`config.mk`:
```
export PLATFORM = sky130hd
export DESIGN_NAME = regfile_wr_ctrl
export DESIGN_NICKNAME = d
export VERILOG_FILES = /design/src/rtl/regfile_wr_ctrl.sv
export SDC_FILE = /design/constraint.sdc
export NUM_CORES = 1
export LEC_CHECK = 0
export ABC_AREA = 1
export CORE_UTILIZATION = 46
export CTS_BUF_LIST = sky130_fd_sc_hd__clkbuf_2 sky130_fd_sc_hd__clkbuf_4 sky130_fd_sc_hd__clkbuf_8
export DETAILED_ROUTE_END_ITERATION = 10
export MAX_ROUTING_LAYER = met4
export PLACE_DENSITY = 0.9
export SKIP_LAST_GASP = 1
export SYNTH_ARGS = -nofsm -noshare
export SYNTH_HDL_FRONTEND = slang
export SYNTH_SLANG_ARGS = --single-unit
export TNS_END_PERCENT = 100
```
`constraint.sdc`:
```
create_clock -name clk -period 3.9 [get_ports clk]
set_input_delay 1.17 -clock clk [delete_from_list [all_inputs] [get_ports clk]]
set_output_delay 1.17 -clock clk [all_outputs]
set_load 0.01 [all_outputs]
```
`src/rtl/regfile_wr_ctrl.sv`:
```
// regfile_wr_ctrl: owns the register-file write port; zero-sweeps after reset, then merges pipeline and host writes
module regfile_wr_ctrl #(
    parameter int DWIDTH       = 32,
    parameter int NUM_THREADS  = 4,
    parameter int REGFILE_SIZE = 32,
    parameter int ENABLE_INIT  = 1
) (
    input  logic                           clk,
    input  logic                           reset,
    input  logic [$clog2(NUM_THREADS)-1:0] i_thread_index_writeback,
    input  logic [4:0]                     i_write_addr,
    input  logic [DWIDTH-1:0]              i_write_data,
    input  logic                           i_wr_en,
    input  logic                           i_host_valid,
    output logic                           o_host_ready,
    input  logic [$clog2(NUM_THREADS)-1:0] i_host_thread,
    input  logic [4:0]                     i_host_addr,
    input  logic [DWIDTH-1:0]              i_host_data,
    output logic                           o_rf_wr_en,
    output logic [$clog2(NUM_THREADS)-1:0] o_rf_wr_thread,
    output logic [4:0]                     o_rf_wr_addr,
    output logic [DWIDTH-1:0]              o_rf_wr_data,
    output logic                           o_init_done
);
    localparam int TW = $clog2(NUM_THREADS);
    localparam int AW = $clog2(REGFILE_SIZE);
    localparam int CW = $clog2(REGFILE_SIZE * NUM_THREADS);
    localparam logic [CW-1:0] LAST = CW'(REGFILE_SIZE * NUM_THREADS - 1);

    typedef enum logic {INIT, RUN} state_t;

    state_t            state_q, state_d;
    logic [CW-1:0]     cnt_q, cnt_d;
    logic              wr_en_q, wr_en_d;
    logic [TW-1:0]     thr_q, thr_d;
    logic [4:0]        addr_q, addr_d;
    logic [DWIDTH-1:0] data_q, data_d;
    logic              done_q, done_d;
    logic              pipe_wr, host_hs;

    // x0 pipeline writes are dropped here so they never steal the slot from the host
    assign pipe_wr      = i_wr_en && (i_write_addr != 5'd0);
    assign o_host_ready = !reset && (state_q == RUN) && !pipe_wr;
    assign host_hs      = i_host_valid && o_host_ready;

    // Next-state: sweep counter during INIT, pipe-over-host arbitration during RUN
    always_comb begin
        state_d = state_q;
        cnt_d   = cnt_q;
        wr_en_d = 1'b0;
        thr_d   = thr_q;
        addr_d  = addr_q;
        data_d  = data_q;
        done_d  = done_q;
        if (state_q == INIT) begin
            wr_en_d = 1'b1;
            thr_d   = cnt_q[CW-1:AW];
            addr_d  = 5'(cnt_q[AW-1:0]);
            data_d  = '0;
            cnt_d   = cnt_q + 1'b1;
            state_d = (cnt_q == LAST) ? RUN : INIT;
            done_d  = (cnt_q == LAST);
        end else begin
            done_d = 1'b1;
            if (pipe_wr) begin
                wr_en_d = 1'b1;
                thr_d   = i_thread_index_writeback;
                addr_d  = i_write_addr;
                data_d  = i_write_data;
            end else if (host_hs) begin
                wr_en_d = (i_host_addr != 5'd0);
                thr_d   = i_host_thread;
                addr_d  = i_host_addr;
                data_d  = i_host_data;
            end
        end
    end

    // State and registered write-port outputs; reset restarts the sweep from entry 0
    always_ff @(posedge clk) begin
        if (reset) begin
            state_q <= (ENABLE_INIT != 0) ? INIT : RUN;
            cnt_q   <= '0;
            wr_en_q <= 1'b0;
            thr_q   <= '0;
            addr_q  <= '0;
            data_q  <= '0;
            done_q  <= 1'b0;
        end else begin
            state_q <= state_d;
            cnt_q   <= cnt_d;
            wr_en_q <= wr_en_d;
            thr_q   <= thr_d;
            addr_q  <= addr_d;
            data_q  <= data_d;
            done_q  <= done_d;
        end
    end

    assign o_rf_wr_en     = wr_en_q;
    assign o_rf_wr_thread = thr_q;
    assign o_rf_wr_addr   = addr_q;
    assign o_rf_wr_data   = data_q;
    assign o_init_done    = done_q;
endmodule
```
Word level (Yosys, flattened, before mapping):

Index checks and enable logic that the tools add are counted.

* add/subtract/negate cells: 1
* eq/ne operators: 2
* muxes and demuxes: 14
* bitwise operators: 1
* reduce and logical (&&, ||, !) cells: 10

Operators with widths (number)
* 32-bit 2-to-1 mux: 2
* 5-bit 2-to-1 mux: 3
* 5-bit nonzero test: 2
* 7-bit by 1-bit adder with 7-bit output, second input constant: 1
* 7-bit equality test, second input constant: 1
* 1-bit 2-to-1 mux: 6
* 2-bit 2-to-1 mux: 3
* 1-bit logical AND: 4
* 3-bit by 1-bit inequality test with 1-bit output, second input constant: 1
* 1-bit zero test: 2
* 2-bit nonzero test: 1
* 2-bit OR reduction: 1
* 1-bit NOT: 1

* bits in registers: 49
* output and inout port bits: 42

Logic depth before layout (Yosys ltp):

* word-level depth: 8
* gate-level depth with buffers: 10
* depth with buffers taken out: 8

Worst setup path after synthesis:

Ideal clock, no wire load.

* kind: input -> output
* start point: input i_write_addr[2]
* end point: output o_host_ready
* arrival time: 1922 ps
* path slack: 808 ps
* stages on the path: 6
* path buffers: 1
* path through: nor2_2 -> nand3_4 -> nand2_2 -> inv_2 -> buf_2 -> nor2_1

* word-level cells in the longest chain between the ends: 4

Ends and longest elaborated chain
* start: declaration: line 11 `input logic [4:0] i_write_addr,`
* 5-bit nonzero test: line 42 `assign pipe_wr = i_wr_en && (i_write_addr != 5'd0);`
* 1-bit logical AND: line 42
* 1-bit zero test: line 43 `assign o_host_ready = !reset && (state_q == RUN) && !pipe_wr;`
* 1-bit logical AND: line 43
* end: declaration: line 15 `output logic o_host_ready,`

Every way passes these cells.

Final worst setup path:

Same ends and word-level chain as after synthesis.

==> out/metrics.cfg <==
[cells_and_area]
area_delta_synth_final_pct = 50.73
fillers = 468
drive_above_1_share = 0.04839
post_layout_instance_count_excluding_filler_cells = 630
antenna_cells_inserted = 0
num-nets-final = 640

[route]
route.detailed.drc = 0
detailedRoute.firstPassIterationCount = 4
vias = 3009
avgViaCountPerCell = 4.776
post_drt_wl_per_cell_um = 11.60
wirelength_um = 7311
dr.first_iter.drc_count = 135
ant_nets = 0

[place]
gp_routability_congestion = 0.8089
dp.cells = 622
portBuffers = 123
dp_hpwl_um = 5378

[worst_setup_path]
cpPeakStageDelay_ps = 540
cp_common_cell = clkdlybuf4s50_1
criticalPathCategory = primary input to primary output
peak_fanout_along_the_critical_path = 2
worst-endpoint-arrival_ps = 2610
crit_path_cell_trace = clkdlybuf4s50_1 > nor2_2 > nand3_4 > nand2_2 > inv_2 > nor2_1 > clkdlybuf4s50_1
timing.critical_path.slowest_stage_cell = clkdlybuf4s50_1
cp-end-kind = primary output
startpoint_type = primary input
worst_ep_required_time_ps = 2730

[synthesis]
synth_fp_nets = 523
synthMostInstantiatedCell = nand2_1
synth-seq-cells = 48
combinational_family_with_the_most_area_after_synthesis = simple AND/OR/NAND/NOR gates
post_synth_and_or_nand_nor_area_fraction = 0.4725
synth_enable_flop_cells = 0
post_synth_fa_ha_maj_area_fraction = 0.004706
syn_inst = 440
post_synthesis_compound_gate_area_fraction = 0.03953
muxShareOfSynthArea = 0
syn-cell-area_um2 = 2659
synth_top_area_frac = 0.3614
synth.distinct_cells = 26
synth_area_leaders = dfxtp_1 36%, nand2_1 26%, nor2_1 11%
synth_seq_area_share = 0.3614
syn-mean-instance-area_um2 = 6.043
synth.top_cells.by_count = 186 x nand2_1, 81 x nor2_1, 48 x dfxtp_1, 44 x inv_1, 15 x nand3_1
synth_xor_area_frac = 0
ys.flop_type = dfxtp_1
synth_largest_area_cell = dfxtp_1
async_reset_ff_frac = 0
synth-warning-count = 0

[timing]
fin_setup_tns_ps = 0
slew_viol_final = 0
worstMarginPinSlew_ps = 495.7
setup_viol = 0
slew_headroom = 0.6695
period_needed_ps = 3778
hold_viol = 0
final_min_period_over_clock_period = 0.9686
skew_ps = 5.330
timing.fmax_ghz = 0.2647
grt_setup_unrepaired = no

[die]
floorplan.initialDensity = 0.4799
boundaryPins = 124
design.die.area_um2 = 6088
placement_rows = 27
core_region_area_um2 = 5540
die-height_um = 78.03
chipWidth_um = 78.03

[clock_network]
numCtsBuffers = 5
cts.sink_count = 48
cts_root_buffer = clkbuf_8
htree_levels = 2
skew_pair_late_insertion_delay_ps = 300
hold_buffers = 0
clkSlewWorstSetupHoldPaths_ps = 80
post_cts_buffers = 0
cts-root-to-sink-buffers = 2
ctsResizeCount = 0
cts_tree = done

[global_routing]
gr-usage-all-layers = 0.2537
antenna_found_initial = 0
grt_max_degree = 57
grt_overflow_total = 0
number_of_global_route_vias_before_repair = 2825
grt_first_pass_wirelength_um = 11980

[hold_path]
min-delay-path-class = register to register

[power]
pwr-share-seq = 0.476
powerDensity_nw_per_um2 = 261.3
power_switching_uw = 255.3
power.share.combinational = 0.181
power_report.internal_total_uw = 791.9
power.switching_fraction = 0.2438
ir_worst_vdd_mv = 0.1687
share_of_total_power_in_the_clock_network = 0.343
pleak_nw = 1.782

[run]
cap_violations = 0

[run_status]
outcome = finished clean

placed cells by master, fill, tap and decap left out:
| cell type | instances |
|---|---|
| clkinv_2 | 1 |
| nand3_2 | 1 |
| a21oi_4 | 2 |
| inv_1 | 44 |
| clkdlybuf4s50_1 | 123 |
| nand3_1 | 15 |
| nand2_1 | 186 |
| nand2_2 | 1 |
| nor2_2 | 2 |
| nor2_1 | 81 |
| o21ai_0 | 4 |
| nand3b_1 | 7 |
| dfxtp_1 | 48 |
| nor3b_1 | 1 |
| nor4_1 | 2 |
| a21oi_1 | 9 |
| clkinvlp_4 | 1 |
| ha_1 | 1 |
| o31ai_1 | 1 |
| clkbuf_8 | 5 |
| bufinv_16 | 1 |
| nor2_4 | 1 |
| nand4_1 | 3 |
| inv_2 | 2 |
| buf_4 | 9 |
| nand3_4 | 1 |
| nor3_1 | 6 |
worst max-delay path, delay by kind of cell:
| kind | cells | cell delay [ps] |
|---|---|---|
| AND/OR/NAND/NOR | 4 | 420 |
| buffers and inverters | 3 | 1020 |
stage by stage:
step                      hold slack [ps]  utilization  power (mW)  setup WS, ps  instance area [um^2]
after floorplan                     472.7            -      0.6001         808.2                  2659
after global placement              478.9       0.7033      0.6956         171.7                  3896
after detailed placement            480.2       0.7033      0.6997         123.5                  3896
after CTS                           495.4       0.7234       1.053         109.8                  4008
after global routing                508.2       0.7234       1.098         37.62                  4008
final                               492.6       0.7234       1.047         122.5                  4008
routing by layer:
layer / share of wire / track usage / up-vias / routed length [um]
met2: 0.49 / 0.4637 / 97 / 3617
li1: - / - / 1556 / -
met3: 0.061 / 0.04302 / 15 / 449
met1: 0.42 / 0.2688 / 1341 / 3069
met4: 0.024 / 0.1111 / 0 / 174
met5: 0 / - / - / 0
final timing paths:
kind	startpoint	endpoint	slack [ps]	depth (start not counted)
worst min register to register	o_rf_wr_data[16]$_SDFFE_PP0P_	o_rf_wr_data[16]$_SDFFE_PP0P_	490	2
worst max register to register	state_q$_SDFF_PP0_	o_rf_wr_thread[1]$_SDFFE_PP0P_	1810	9
worst min-delay path	o_rf_wr_data[16]$_SDFFE_PP0P_	o_rf_wr_data[16]$_SDFFE_PP0P_	490	2
worst max-delay path	i_write_addr[2]	o_host_ready	120	7
logic make-up after synthesis:
| family | count (synthesis) |
|---|---|
| adder cells (fa/ha/maj) | 1 |
| AND/OR/NAND/NOR | 307 |
| flip-flops | 48 |
| buffers and inverters | 68 |
| AO/OA/AOI/OAI | 16 |
cell type report:
| class | count | area (um^2) | share of cell area |
|---|---|---|---|
| multi-input combinational | 324 | 1374 | 0.3428 |
| sequential | 48 | 960.9 | 0.2398 |
| clock inverter | 3 | 42.54 | 0.01062 |
| timing repair buffer | 132 | 1299 | 0.3241 |
| tap | 72 | 90.09 | 0.02248 |
| inverter | 46 | 172.7 | 0.04308 |
| clock buffer | 5 | 68.82 | 0.01717 |
power by group through the flow:
| stage | logic (mW) | registers [mW] | clock network (mW) |
|---|---|---|---|
| 6_report | 0.190 | 0.498 | 0.359 |
| 5_1_grt | 0.211 | 0.499 | 0.387 |
| 4_1_cts | 0.191 | 0.498 | 0.364 |
| 3_5_place_dp | 0.190 | 0.510 | 0 |
| 3_3_place_gp | 0.186 | 0.510 | 0 |
| 2_1_floorplan | 0.0900 | 0.510 | 0 |
state kept, by name, indices dropped and copies added, names as in the netlist:
name	count
o_rf_wr_addr	5
o_rf_wr_thread	2
o_rf_wr_en	1
o_rf_wr_data	32
cnt_q	7
state_q	1
Power figures use the tool's default switching activity.
